## src/rtl/apb_arb_pkg.sv

```systemverilog
// Shared types and constants for the APB requester arbiter.
package apb_arb_pkg;

    typedef enum logic [1:0] {
        IDLE   = 2'd0,
        SETUP  = 2'd1,
        ACCESS = 2'd2,
        DONE   = 2'd3
    } arb_state_t;

    // Read data returned when the access-phase watchdog fires.
    localparam logic [31:0] TIMEOUT_RDATA = 32'hDEAD_DEAD;

    // Width of the access-phase watchdog counter.
    localparam int unsigned CNT_WIDTH = 16;

endpackage

```

## src/rtl/apb_rr_picker.sv

```systemverilog
// Combinational round-robin picker: first set request at or after ptr, wrapping.
module apb_rr_picker #(
    parameter int unsigned NUM_REQ = 2,
    localparam int unsigned IDX_WIDTH = $clog2(NUM_REQ)
) (
    input  logic [NUM_REQ-1:0]   req,
    input  logic [IDX_WIDTH-1:0] ptr,
    output logic                 valid_c,
    output logic [IDX_WIDTH-1:0] idx_c
);

    int unsigned          cand;
    logic [IDX_WIDTH-1:0] cand_idx;

    // Scan requesters starting at ptr; the first hit wins.
    always_comb begin
        valid_c  = 1'b0;
        idx_c    = '0;
        cand     = 0;
        cand_idx = '0;
        for (int unsigned k = 0; k < NUM_REQ; k++) begin
            cand = 32'(ptr) + k;
            if (cand >= NUM_REQ) begin
                cand = cand - NUM_REQ;
            end
            cand_idx = IDX_WIDTH'(cand);
            if (!valid_c && req[cand_idx]) begin
                valid_c = 1'b1;
                idx_c   = cand_idx;
            end
        end
    end

endmodule

```

## src/rtl/apb_requester_arbiter.sv

```systemverilog
// Round-robin arbiter sharing one APB completer between NUM_REQ requesters.
// One transaction in flight; downstream setup/access is regenerated locally.
// Optional access-phase watchdog: define APB_ARB_TIMEOUT_EN.
module apb_requester_arbiter
    import apb_arb_pkg::*;
#(
    parameter int unsigned NUM_REQ        = 2,
    parameter int unsigned ADDR_WIDTH     = 24,
    parameter int unsigned DATA_WIDTH     = 32,
    parameter int unsigned TIMEOUT_CYCLES = 1024,
    localparam int unsigned STRB_WIDTH    = DATA_WIDTH / 8,
    localparam int unsigned IDX_WIDTH     = $clog2(NUM_REQ)
) (
    input  logic                          clk,
    input  logic                          rst,
    input  logic [NUM_REQ-1:0]            req_psel,
    input  logic [NUM_REQ-1:0]            req_pwrite,
    input  logic [NUM_REQ*ADDR_WIDTH-1:0] req_paddr,
    input  logic [NUM_REQ*DATA_WIDTH-1:0] req_pwdata,
    input  logic [NUM_REQ*STRB_WIDTH-1:0] req_pstrb,
    output logic [NUM_REQ-1:0]            req_pready,
    output logic [DATA_WIDTH-1:0]         req_prdata,
    output logic                          req_pslverr,
    output logic                          apb_psel,
    output logic                          apb_penable,
    output logic                          apb_pwrite,
    output logic [ADDR_WIDTH-1:0]         apb_paddr,
    output logic [DATA_WIDTH-1:0]         apb_pwdata,
    output logic [STRB_WIDTH-1:0]         apb_pstrb,
    input  logic                          apb_pready,
    input  logic                          apb_pslverr,
    input  logic [DATA_WIDTH-1:0]         apb_prdata,
    output logic [IDX_WIDTH-1:0]          grant_idx
);

    arb_state_t           state_q;
    arb_state_t           state_d;
    logic [IDX_WIDTH-1:0] ptr_q;
    logic [IDX_WIDTH-1:0] ptr_d;
    logic                 pick_valid_c;
    logic [IDX_WIDTH-1:0] pick_idx_c;
    logic                 timeout_hit_c;

    logic                  apb_psel_d;
    logic                  apb_penable_d;
    logic                  apb_pwrite_d;
    logic [ADDR_WIDTH-1:0] apb_paddr_d;
    logic [DATA_WIDTH-1:0] apb_pwdata_d;
    logic [STRB_WIDTH-1:0] apb_pstrb_d;
    logic [NUM_REQ-1:0]    req_pready_d;
    logic [DATA_WIDTH-1:0] req_prdata_d;
    logic                  req_pslverr_d;
    logic [IDX_WIDTH-1:0]  grant_idx_d;

    apb_rr_picker #(
        .NUM_REQ (NUM_REQ)
    ) u_picker (
        .req     (req_psel),
        .ptr     (ptr_q),
        .valid_c (pick_valid_c),
        .idx_c   (pick_idx_c)
    );

`ifdef APB_ARB_TIMEOUT_EN
    logic [CNT_WIDTH-1:0] acc_cnt_q;

    // Count ACCESS cycles; held at zero elsewhere so every entry starts fresh.
    always_ff @(posedge clk or posedge rst) begin
        if (rst) begin
            acc_cnt_q <= '0;
        end else if (state_q == ACCESS) begin
            acc_cnt_q <= acc_cnt_q + CNT_WIDTH'(1);
        end else begin
            acc_cnt_q <= '0;
        end
    end

    assign timeout_hit_c = (state_q == ACCESS) && !apb_pready &&
                           (acc_cnt_q == CNT_WIDTH'(TIMEOUT_CYCLES - 1));
`else
    // Keeps the watchdog configuration referenced when it is compiled out.
    localparam int unsigned unused_timeout_cfg = TIMEOUT_CYCLES + CNT_WIDTH + 32'(TIMEOUT_RDATA);
    assign timeout_hit_c = 1'b0;
`endif

    // State register.
    always_ff @(posedge clk or posedge rst) begin
        if (rst) begin
            state_q <= IDLE;
        end else begin
            state_q <= state_d;
        end
    end

    // Next-state logic.
    always_comb begin
        state_d = state_q;
        case (state_q)
            IDLE:    if (pick_valid_c) state_d = SETUP;
            SETUP:   state_d = ACCESS;
            ACCESS:  if (apb_pready || timeout_hit_c) state_d = DONE;
            DONE:    state_d = IDLE;
            default: state_d = IDLE;
        endcase
    end

    // Next values for the registered outputs, pointer and captured request.
    always_comb begin
        apb_psel_d    = (state_d == SETUP) || (state_d == ACCESS);
        apb_penable_d = (state_d == ACCESS);
        apb_pwrite_d  = apb_pwrite;
        apb_paddr_d   = apb_paddr;
        apb_pwdata_d  = apb_pwdata;
        apb_pstrb_d   = apb_pstrb;
        req_pready_d  = '0;
        req_prdata_d  = req_prdata;
        req_pslverr_d = req_pslverr;
        grant_idx_d   = grant_idx;
        ptr_d         = ptr_q;
        case (state_q)
            IDLE: begin
                if (pick_valid_c) begin
                    grant_idx_d  = pick_idx_c;
                    apb_pwrite_d = req_pwrite[pick_idx_c];
                    apb_paddr_d  = req_paddr[32'(pick_idx_c) * ADDR_WIDTH +: ADDR_WIDTH];
                    apb_pwdata_d = req_pwdata[32'(pick_idx_c) * DATA_WIDTH +: DATA_WIDTH];
                    apb_pstrb_d  = req_pstrb[32'(pick_idx_c) * STRB_WIDTH +: STRB_WIDTH];
                end
            end
            ACCESS: begin
                if (apb_pready) begin
                    req_pready_d  = NUM_REQ'(1) << grant_idx;
                    req_prdata_d  = apb_pwrite ? '0 : apb_prdata;
                    req_pslverr_d = apb_pslverr;
                end else if (timeout_hit_c) begin
                    req_pready_d  = NUM_REQ'(1) << grant_idx;
                    req_prdata_d  = DATA_WIDTH'(TIMEOUT_RDATA);
                    req_pslverr_d = 1'b1;
                end
            end
            DONE: begin
                ptr_d = (grant_idx == IDX_WIDTH'(NUM_REQ - 1)) ? '0 : grant_idx + IDX_WIDTH'(1);
            end
            default: ;
        endcase
    end

    // Output, holding and pointer registers; apb_pwrite/paddr/pwdata/pstrb hold the granted request.
    always_ff @(posedge clk or posedge rst) begin
        if (rst) begin
            apb_psel    <= 1'b0;
            apb_penable <= 1'b0;
            apb_pwrite  <= 1'b0;
            apb_paddr   <= '0;
            apb_pwdata  <= '0;
            apb_pstrb   <= '0;
            req_pready  <= '0;
            req_prdata  <= '0;
            req_pslverr <= 1'b0;
            grant_idx   <= '0;
            ptr_q       <= '0;
        end else begin
            apb_psel    <= apb_psel_d;
            apb_penable <= apb_penable_d;
            apb_pwrite  <= apb_pwrite_d;
            apb_paddr   <= apb_paddr_d;
            apb_pwdata  <= apb_pwdata_d;
            apb_pstrb   <= apb_pstrb_d;
            req_pready  <= req_pready_d;
            req_prdata  <= req_prdata_d;
            req_pslverr <= req_pslverr_d;
            grant_idx   <= grant_idx_d;
            ptr_q       <= ptr_d;
        end
    end

endmodule

```

## config.mk

```make
export PLATFORM = sky130hd
export DESIGN_NAME = apb_requester_arbiter
export DESIGN_NICKNAME = d
export VERILOG_FILES = /design/src/rtl/apb_arb_pkg.sv /design/src/rtl/apb_rr_picker.sv /design/src/rtl/apb_requester_arbiter.sv
export SDC_FILE = /design/constraint.sdc
export NUM_CORES = 1
export LEC_CHECK = 0
export BUFFER_PORTS_ARGS = -buffer_cell sky130_fd_sc_hd__buf_4
export CAP_MARGIN = 30
export CORE_UTILIZATION = 45
export DETAILED_ROUTE_END_ITERATION = 12
export PLACE_DENSITY = 0.8
export SETUP_SLACK_MARGIN = 0.1
export SLEW_MARGIN = 20
export SYNTH_ARGS = -nofsm -noshare
export SYNTH_HDL_FRONTEND = slang
export SYNTH_SLANG_ARGS = --single-unit
```

## constraint.sdc

```tcl
create_clock -name clk -period 3.75 [get_ports clk]
set_input_delay 0.5625 -clock clk [delete_from_list [all_inputs] [get_ports clk]]
set_output_delay 0.5625 -clock clk [all_outputs]
set_load 0.05 [all_outputs]
```

==> Word level (Yosys, flattened, before mapping) <==
Cells that the tools add are included.
Widths: inputs -> output; s select.
{ "op_classes": {"div_mod_pow": 0, "n_mux": 19, "shift": 4, "addsub": 4, "n_eq_ne": 5, "bitwise_logic": 0, "reduce_logical": 6, "n_lt_le_gt_ge": 5, "n_mul": 1} }
{ "op_table": {"columns": ["cell", "count"], "rows": [
  ["$shiftx 64x7->32", 1],
  ["$shiftx 48x7->24", 1],
  ["$mux 32", 1],
  ["$mux 1", 13],
  ["$mux 2", 4],
  ["$pmux 2 s4", 1],
  ["$shiftx 8x4->4", 1],
  ["$eq 2x2->1 const B", 3],
  ["$lt 1x2->1 const B", 3],
  ["$eq 2x1->1 const B", 2],
  ["$reduce_and 2->1", 2],
  ["$mul 1x2->3 const B", 1],
  ["$add 1x1->2 const B", 1],
  ["$ge 1x2->1 const B", 1],
  ["$ge 2x2->1 const B", 1],
  ["$logic_not 2->1", 1],
  ["$shl 1x1->2 const A", 1],
  ["$sub 1x1->1 const B", 2],
  ["$add 1x1->1 const B", 1],
  ["$logic_and 1x1->1", 1],
  ["$logic_not 1->1", 1],
  ["$logic_or 1x1->1", 1]
]} }
{ "totals": {"mem_count": 0, "reg_bits": 102, "elab_cells": 56, "romBits": 0, "mem_bits_rw": 0, "inputBits": 160, "latch_bits": 0, "out_inout_bits": 99} }

==> Depth between registers and ports, before layout <==
Gate-level depths: netlist of the first run.
{ "depth": {"word_depth": 12, "mapped_depth": 8} }

==> By module <==
From an unflattened synthesis of the first run, not the netlist that was laid out.
{ "hier_totals": {"hier_cells": 406, "area_unflattened_um2": 4778.3} }
{ "modules_own_cells": {"columns": ["mod", "cells_per_inst", "area_each_um2", "instances"], "rows": [
  ["apb_requester_arbiter", 403, 4760.8, 1],
  ["apb_rr_picker", 3, 17.5, 1]
]} }

==> Worst setup path before layout of the first run <==
No wires, ideal clock.
{ "synth_timing": {"kind": "input-to-reg", "start": "input req_psel[1]", "end": "register apb_pstrb[0]", "setup_ps": 134, "setup_slack_ps": 2266, "path_buffers": 4, "arrival_time_ps": 1350, "cell_stages": 7, "path_cell_list": "buf_6 -> o21a_1 -> buf_4 -> buf_6 -> buf_6 -> nor2_2 -> a31oi_2"} }
{ "synth_between": {"elab_chain_cells": 7} }
{ "synth_lines": {"columns": ["element", "line_no", "text"], "rows": [
  ["from (decl)", "apb_requester_arbiter.sv:16", "input logic [NUM_REQ-1:0] req_psel,"],
  ["$mux 1 (not written as such) (2 in series)", "apb_rr_picker.sv:27", "if (!valid_c && req[cand_idx]) begin"],
  ["$mux 1", "apb_rr_picker.sv:27", null],
  ["$logic_not 1->1", "apb_rr_picker.sv:27", null],
  ["$logic_and 1x1->1", "apb_rr_picker.sv:27", null],
  ["$mux 1", "apb_rr_picker.sv:27", null],
  ["$shiftx 8x4->4 / $reduce_and 2->1 (equally long branches)", null, null],
  ["to (signal assigned)", "apb_requester_arbiter.sv:168", "apb_pstrb <= apb_pstrb_d;"],
  ["to (decl)", "apb_requester_arbiter.sv:29", "output logic [STRB_WIDTH-1:0] apb_pstrb,"]
]} }
Several ways; a longest one is shown, not always the timed one. The select of a mux whose other input is x is not followed.
A chain may end at the register's enable or synchronous reset.

==> Worst setup path in the final report of the first run <==
{ "layout_timing": {"start": "register apb_pwrite", "end": "output apb_pwrite"} }
{ "layout_rtl": {"columns": ["element", "line_no", "text"], "rows": [
  ["from (decl)", "apb_requester_arbiter.sv:26", "output logic apb_pwrite,"],
  ["from (signal assigned)", "apb_requester_arbiter.sv:165", "apb_pwrite <= apb_pwrite_d;"]
]} }
No word-level cell between the ends.

==> results of run 1 <==
-- power breakdown --
group	switching (uW)	total, uW	internal (uW)
clock	373	807	434
combinational	2850	4140	1290
sequential	353	1990	1640
-- worst paths after layout --
check                                    from             end  slack (ns)  cells after the start
worst min register to register  req_prdata[2]   req_prdata[2]        0.49                      2
worst max-delay path               apb_pwrite      apb_pwrite        1.59                      1
worst min-delay path                      rst  req_prdata[20]        0.16                      2
min in group clk                  apb_pslverr     req_pslverr        0.43                      2
worst max register to register     state_q[0]    apb_paddr[5]        1.60                      6
max in group asynchronous                 rst   apb_paddr[10]        2.75                      4
-- routing by layer --
layer	track usage, %	up-vias	share of wire, %
li1	-	2263	-
met1	31.9	2219	40
met2	43.4	210	50
met3	5.94	20	8.1
met4	9.46	0	2.0
met5	0	-	0
-- layout by cell type (no fill, tap or decap), drive strengths merged --
cell type	synthesis	routed
o21ai	95	95
o21a	2	2
o31ai	1	1
nand3	62	62
inv	7	8
dfrtp	102	102
a21oi	1	1
bufinv	0	2
buf	19	271
ha	5	5
clkinvlp	0	1
mux2	1	1
nand2b	33	33
clkbuf	31	12
nor2	64	64
a31oi	61	61
nand2	33	33
and2b	1	1
-- sequential cells by signal (all words and copies together) (netlist names) --
name         flops
apb_pwdata      32
req_prdata      32
apb_paddr       24
apb_pstrb        4
req_pready       2
state_q          2
apb_penable      1
apb_psel         1
apb_pwrite       1
grant_idx        1
ptr_q            1
req_pslverr      1
-- area by class of cell --
type,count,area share (%)
sequential,102,36.1
timing repair buffer,271,29.8
multi-input combinational,359,27.8
tap,136,2.41
clock buffer,12,2.34
clock inverter,4,1.08
inverter,7,0.407
-- through the flow --
step           worst slack, ns  std cells  total power, uW
2_1_floorplan            0.512        518             4900
3_3_place_gp              1.58        871             6040
3_5_place_dp              1.54        871             6130
4_1_cts                   1.53        887             6930
5_1_grt                   1.38        891             7320
6_report                  1.59        891             6940
-- kinds of logic after synthesis --
family | synth area share [%]
adders and majority gates | 1.30
DFF | 53.1
buffers and inverters | 6.22
and+or+nand+nor | 18.5
AOI/OAI and AO/OA | 20.6
muxes | 0.234
==> flow_metrics.env, run 1 <==
export IMPL_status="completed"
export IMPL_ios=259
export IMPL_period_needed_ns=2.16
export IMPL_cts_resized=0
export IMPL_grt_pass1_vias=4590
export IMPL_fin_setup_tns_ns=0
export IMPL_endpoint_kind="primary output"
export IMPL_async_reset_ff_share_pct=100
export IMPL_max_stage_delay_ns=0.91
export IMPL_path_class="register to primary output"
export IMPL_synth_ff_type="dfrtp_1"
export IMPL_ant_nets=0
export IMPL_crit_required_ns=3.19
export IMPL_die_area_mm2=0.0111
export IMPL_cp_cell_sequence="buf_4"
export IMPL_arrival_ns=1.60
export IMPL_finalHoldViolCount=0
export IMPL_fin_area_mm2=0.00707
export IMPL_port_buffers=258
export IMPL_clk_pin_slew_ns=0.10
export IMPL_start_util_pct=46.6
export IMPL_max_cap_violations=0
export IMPL_synth_largest_area_cell="dfrtp_1"
export IMPL_ys_top_cells_by_area="dfrtp_1, o21ai_0, nand3_1"
export IMPL_hold_buffers=0
export IMPL_rsz0062_at_grt="false"
export IMPL_yosysUniqueCellTypes=21
export IMPL_die_y_um=105
export IMPL_crit_slowest_cell="dfrtp_1"
export IMPL_fmax_mhz=463
export IMPL_core_mm2=0.0103
export IMPL_clock_latency_ns=0.35
export IMPL_ys_top_cells_by_count="dfrtp_1, o21ai_0, nor2_1"
export IMPL_tightestPinTransition_ns=0.926
export IMPL_wl_per_cell_um=15.8
export IMPL_clkSinkCount=102
export IMPL_clockRootBuffer="clkbuf_8"
export IMPL_drc=0
export IMPL_whs_ns=0.165
export IMPL_antenna_cells=0
export IMPL_grt_pass1_wl_um=22600
export IMPL_nets=915
export IMPL_dp_hpwl_um=10200
export IMPL_p_leak_uw=0.00330
export IMPL_grt_start_max_net_pins=80
export IMPL_placed_cell_area_mm2=0.00674
export IMPL_synth_top_area_share_pct=53.1
export IMPL_finalMaxSlewViolations=0
export IMPL_fin_util_pct=68.5
export IMPL_avgViaCountPerCell=5.29
export IMPL_areaGrowthSynthToFinish_pct=47.0
export IMPL_gr_usage_all_layers_pct=25.6
export IMPL_clock_skew_ns=0.0120
export IMPL_dieWidth_um=105
export IMPL_clk_path_buf_depth=2
export IMPL_slew_headroom_pct=38.2
export IMPL_first_pass_iters=7
export IMPL_drive_gt1_share_pct=40.9
export IMPL_wl_um=14100
export IMPL_num_rows=37
export IMPL_hp_class="input pin to async pin"
export IMPL_multi_input_area_mm2=0.00197
export IMPL_num_vias=4712
export IMPL_post_cts_repair_setup_buffers=0
export IMPL_powerDensity_mw_per_mm2=982
export IMPL_period_share_pct=57.6
export IMPL_cp_buffers_inverters=1
export IMPL_antenna_found_initial=0
export IMPL_synth_fp_nets=683
export IMPL_yosysWarnings=0
export IMPL_place_gp_congestion=0.856
export IMPL_syn_area_per_cell_um2=9.28
export IMPL_yosysSeqAreaShare_pct=53.1
export IMPL_path_max_fanout=34
export IMPL_yosysMostFrequentCell="dfrtp_1"
export IMPL_setup_viol=0
export IMPL_first_iter_violations=381
export IMPL_nFillCells=826
export IMPL_syn_instance_count=518
export IMPL_overflow=0
export IMPL_cts_tree="built"
export IMPL_cts_buffers=9
export IMPL_register_area_mm2=0.00255
export IMPL_cp_top_family="flip-flops"
export IMPL_synth_edf_count=0
export IMPL_ys_seq_elements=102
export IMPL_cp_start_kind="register"
export IMPL_syn_cell_area_mm2=0.00481
export IMPL_ir_drop_uv=568
export IMPL_htreeDepth=3
No activity file was read; power rests on OpenSTA's default activity.
==> inputs of run 2 (changes only) <==
Settings changed: CORE_UTILIZATION 45 to 41, PLACE_DENSITY 0.8 to 0.77.
Clock period 3.75 ns to 1.92 ns, I/O delays scaled along.
==> flow_metrics.env, run 2 (synthesized netlist as in run 1, its figures left out) <==
export IMPL_final_common_cell="buf_4"
export IMPL_fmax_mhz=622
export IMPL_grt_start_max_net_pins=57
export IMPL_dp_hpwl_um=10200
export IMPL_cts_resized=0
export IMPL_antenna_found_initial=0
export IMPL_path_class="register to register"
export IMPL_die_y_um=110
export IMPL_nets=917
export IMPL_fin_setup_tns_ns=0
export IMPL_overflow=0
export IMPL_clkSinkCount=102
export IMPL_path_depth=6
export IMPL_clockRootBuffer="clkbuf_16"
export IMPL_htreeDepth=3
export IMPL_register_area_mm2=0.00255
export IMPL_arrival_ns=1.86
export IMPL_hold_buffers=0
export IMPL_cp_buffers_inverters=2
export IMPL_grt_pass1_vias=4261
export IMPL_nFillCells=949
export IMPL_period_needed_ns=1.61
export IMPL_rsz0062_at_grt="false"
export IMPL_tightestPinTransition_ns=0.581
export IMPL_max_stage_delay_ns=0.41
export IMPL_first_pass_iters=5
export IMPL_endpoint_kind="register"
export IMPL_fin_area_mm2=0.00717
export IMPL_cp_start_kind="register"
export IMPL_crit_required_ns=2.17
export IMPL_total_power_uw=13900
export IMPL_reg2reg_depth=6
export IMPL_core_mm2=0.0114
export IMPL_p_leak_uw=0.00333
export IMPL_die_area_mm2=0.0122
export IMPL_place_gp_congestion=0.748
export IMPL_path_max_fanout=34
export IMPL_finalMaxSlewViolations=0
export IMPL_clk_path_buf_depth=2
export IMPL_regToRegStartpoint="state_q[0]"
export IMPL_cp_cell_sequence="inv_1 > ha_1 > o21a_4 > buf_12 > nor2_1 > a31oi_1"
export IMPL_start_util_pct=42.1
export IMPL_setup_viol=0
export IMPL_drc=0
export IMPL_areaGrowthSynthToFinish_pct=49.1
export IMPL_dieWidth_um=110
export IMPL_drive_gt1_share_pct=40.8
export IMPL_avgViaCountPerCell=5.23
export IMPL_multi_input_area_mm2=0.00197
export IMPL_post_cts_repair_setup_buffers=0
export IMPL_reg_top3="apb_pwdata: 32 flops, req_prdata: 32 flops, apb_paddr: 24 flops"
export IMPL_grt_pass1_wl_um=20500
export IMPL_cts_buffers=9
export IMPL_clk_pin_slew_ns=0.06
export IMPL_num_rows=39
export IMPL_max_cap_violations=0
export IMPL_gr_usage_all_layers_pct=22.1
export IMPL_wl_um=13900
export IMPL_powerDensity_mw_per_mm2=1940
export IMPL_status="completed"
export IMPL_wl_per_cell_um=15.4
export IMPL_ios=259
export IMPL_ir_drop_uv=1070
export IMPL_hp_class="input pin to async pin"
export IMPL_cp_top_family="compound AO/OA/AOI/OAI gates"
export IMPL_num_vias=4706
export IMPL_clock_latency_ns=0.34
export IMPL_placed_cell_area_mm2=0.00687
export IMPL_period_share_pct=83.8
export IMPL_slew_headroom_pct=61.2
export IMPL_port_buffers=258
export IMPL_antenna_cells=0
export IMPL_ant_nets=0
export IMPL_critPathLaunch="state_q[0]"
export IMPL_layout_common_cells="buf_4, dfrtp_1, o21ai_0"
export IMPL_finalHoldViolCount=0
export IMPL_cts_tree="built"
export IMPL_clock_skew_ns=0.00598
export IMPL_first_iter_violations=369
export IMPL_crit_slowest_cell="dfrtp_1"
==> run 2: cell count changes in the layout (fill, tap and decap cells not counted), sizes merged <==
cell,change
clkinv,+1
buf,+2
inv,-2
clkinvlp,+1
clkbuf,+1
bufinv,-1
==> run 2: path summary, 6_finish.rpt <==
path / endpoint / slack [ns]
max: apb_pwdata[4] / 0.31
min: req_prdata[2] / 0.04
max reg2reg: apb_pwdata[4] / 0.31
min reg2reg: req_prdata[20] / 0.48
max in group asynchronous: apb_pwdata[23] / 1.36
min in group clk: req_pslverr / 0.18
==> run 2: routing by layer <==
metal	GRT usage, %	share of wire [%]	vias up
li1	-	-	2267
met1	27.1	40	2206
met2	37.5	50	211
met3	4.88	8.0	22
met4	8.74	1.9	0
met5	0	0	-
==> run 2: worst reg2reg max path, cell delays in order (launching register included) <==
cell and delay (ns):
dfrtp_1 0.41, inv_1 0.12, ha_1 0.20, o21a_4 0.35, buf_12 0.23, nor2_1 0.07
a31oi_1 0.15
==> run 2: per-stage QoR <==
step	instances	setup slack [ns]	hold slack, ns	utilization, %
after detailed placement	884	0.303	0.409	60.1
after floorplan	518	0.414	0.420	-
after global routing	900	0.139	0.0609	62.8
after global placement	884	0.408	0.399	60.1
final	900	0.311	0.0378	62.8
after CTS	900	0.292	0.0435	62.8
==> run 2: cell type report <==
type,instances,share of cell area (%)
sequential,102,35.6
timing repair buffer,273,29.8
clock inverter,3,0.593
inverter,7,0.419
tap,143,2.50
multi-input combinational,359,27.5
clock buffer,13,3.63
==> run 2: report_power, final <==
| part | leakage [uW] | internal (uW) | switching, uW |
|---|---|---|---|
| Sequential | 0.00121 | 3210 | 623 |
| Clock | 0.000146 | 1080 | 756 |
| Combinational | 0.00197 | 2620 | 5640 |
==> inputs of run 3 (changes only) <==
Settings changed: ABC_AREA set to 1, CORE_UTILIZATION 41 to 42, PLACE_DENSITY 0.77 to 0.78.
Clock period 1.92 ns to 1.37 ns, I/O delays scaled along.
==> flow_metrics.env, run 3 <==
export IMPL_status="completed"
export IMPL_slew_headroom_pct=73.9
export IMPL_ios=259
export IMPL_cts_tree="built"
export IMPL_nets=1130
export IMPL_async_reset_ff_share_pct=100
export IMPL_whs_ns=0.108
export IMPL_dieWidth_um=113
export IMPL_antenna_found_initial=0
export IMPL_path_max_fanout=21
export IMPL_die_area_mm2=0.0127
export IMPL_tightestPinTransition_ns=0.392
export IMPL_first_iter_violations=322
export IMPL_final_common_cell="buf_4"
export IMPL_critPathLaunch="state_q[1]"
export IMPL_grt_start_max_net_pins=62
export IMPL_setup_ws_ns=0.0517
export IMPL_dp_cells=1075
export IMPL_place_gp_congestion=0.806
export IMPL_powerDensity_mw_per_mm2=2480
export IMPL_finalHoldViolCount=0
export IMPL_clock_latency_ns=0.34
export IMPL_clockRootBuffer="clkbuf_16"
export IMPL_ys_top_cells_by_area="dfrtp_1, nand2_1, nand3_1"
export IMPL_max_cap_violations=0
export IMPL_synth_ff_type="dfrtp_1"
export IMPL_core_mm2=0.0117
export IMPL_drive_gt1_share_pct=37.3
export IMPL_htreeDepth=3
export IMPL_synth_largest_area_cell="dfrtp_1"
export IMPL_fin_setup_tns_ns=0
export IMPL_synth_fp_nets=865
export IMPL_reg_top3="apb_pwdata: 32 flops, req_prdata: 32 flops, apb_paddr: 24 flops"
export IMPL_nFillCells=967
export IMPL_fin_util_pct=70.7
export IMPL_syn_area_per_cell_um2=7.33
export IMPL_place_ws_ns=0.00284
export IMPL_yosysUniqueCellTypes=17
export IMPL_syn_cell_area_mm2=0.00513
export IMPL_yosysMostFrequentCell="nand2_1"
export IMPL_synth_top_area_share_pct=49.8
export IMPL_drc=0
export IMPL_finalMaxSlewViolations=0
export IMPL_ant_nets=0
export IMPL_start_util_pct=44.0
export IMPL_crit_required_ns=1.59
export IMPL_clock_skew_ns=0.00837
export IMPL_synth_edf_count=0
export IMPL_hp_class="input pin to register"
export IMPL_fmax_mhz=759
export IMPL_first_pass_iters=5
export IMPL_dp_hpwl_um=10700
export IMPL_endpoint_kind="register"
export IMPL_ir_drop_uv=1470
export IMPL_clk_pin_slew_ns=0.07
export IMPL_die_y_um=113
export IMPL_yosysWarnings=0
export IMPL_ys_seq_elements=102
export IMPL_cts_buffers=9
export IMPL_setup_viol=0
export IMPL_min_from="apb_pslverr"
export IMPL_p_leak_uw=0.00479
export IMPL_finalNonFillerCells=1113
export IMPL_clkSinkCount=102
export IMPL_avgViaCountPerCell=4.88
export IMPL_cp_start_kind="register"
export IMPL_syn_instance_count=700
export IMPL_grt_pass1_vias=5023
export IMPL_period_share_pct=96.2
export IMPL_port_buffers=258
export IMPL_overflow=0
export IMPL_arrival_ns=1.54
export IMPL_grt_pass1_wl_um=24500
export IMPL_wl_um=16900
export IMPL_layout_common_cells="buf_4, nand2_1, inv_1"
export IMPL_period_needed_ns=1.32
export IMPL_wl_per_cell_um=15.2
export IMPL_regToRegStartpoint="state_q[1]"
export IMPL_num_rows=39
export IMPL_gr_usage_all_layers_pct=24.4
export IMPL_clk_path_buf_depth=2
export IMPL_rrSetupSlack_ns=0.05
export IMPL_yosysSeqAreaShare_pct=49.8
export IMPL_ys_top_cells_by_count="nand2_1, inv_1, nand3_1"
export IMPL_rsz0062_at_grt="true"
export IMPL_path_class="register to register"
export IMPL_antenna_cells=0
export IMPL_num_vias=5429
export IMPL_areaGrowthSynthToFinish_pct=60.8
-- run 3: cell count changes after synthesis, sizes merged, moves of 2 or more --
cell / delta
nand2: +224
inv: +127
nor2: -62
a31oi: -61
nand3: +61
o21ai: -60
nand2b: -33
clkbuf: -18
buf: +9
o21a: -2
-- run 3: path summary, 6_finish.rpt --
path	end	depth (start not counted)
min reg2reg	apb_pwdata[6]	2
max reg2reg	req_prdata[14]	5
min	req_pslverr	3
max	req_prdata[14]	5
min in group asynchronous	apb_paddr[2]	3
max in group asynchronous	apb_pstrb[1]	4
-- run 3: cell families after synthesis --
logic type | count (synthesis) | share of synthesized area (%)
AOI/OAI and AO/OA | 36 | 3.56
and+or+nand+nor | 382 | 31.2
buffers and inverters | 175 | 14.2
adders and majority gates | 5 | 1.22
DFF | 102 | 49.8
-- run 3: routing by layer --
metal	routed length [um]	vias up	part of all wire [%]	track usage, %
met5	0	-	0	0
li1	-	2638	-	-
met2	8660	211	51	43.5
met4	426	0	2.5	9.87
met1	6870	2552	41	28.9
met3	992	28	5.9	4.81
-- run 3: power by group --
| group | total [uW] | internal (uW) | switching (uW) |
|---|---|---|---|
| Combinational | 12800 | 4320 | 8490 |
| Sequential | 5220 | 4420 | 805 |
| Clock | 2410 | 1250 | 1160 |
-- run 3: stage by stage --
stage | area, um2 | total power (uW)
detailed placement | 7280 | 16500
global route | 8250 | 21500
CTS | 7690 | 19300
floorplan | 5150 | 12800
global placement | 7280 | 16400
finish | 8250 | 20400
-- run 3: area by class of cell --
class	instances	area [um2]	area share (%)
Clock inverter	6	47.5	0.576
Clock buffer	10	229	2.78
Timing Repair inverter	1	16.3	0.197
Sequential cell	102	2550	30.9
Tap cell	143	179	2.17
Inverter	134	526	6.37
Multi-Input combinational cell	423	2110	25.6
Timing Repair Buffer	294	2590	31.4
-- run 3: worst max-delay path, stage by stage, from the launching register on --
cell and delay [ns]:
dfrtp_1 0.41, buf_4 0.16, ha_4 0.16, nand2_2 0.16
clkbuf_16 0.21, o21ai_0 0.10
-- run 3: what timing repair did --
action,in CTS,in global routing
gates resized for setup,8,58
setup endpoints to repair,73,94
cloned,2,12
hold buffers,1,0
hold endpoints to repair,12,0
setup buffers,6,2
pin swaps,3,67
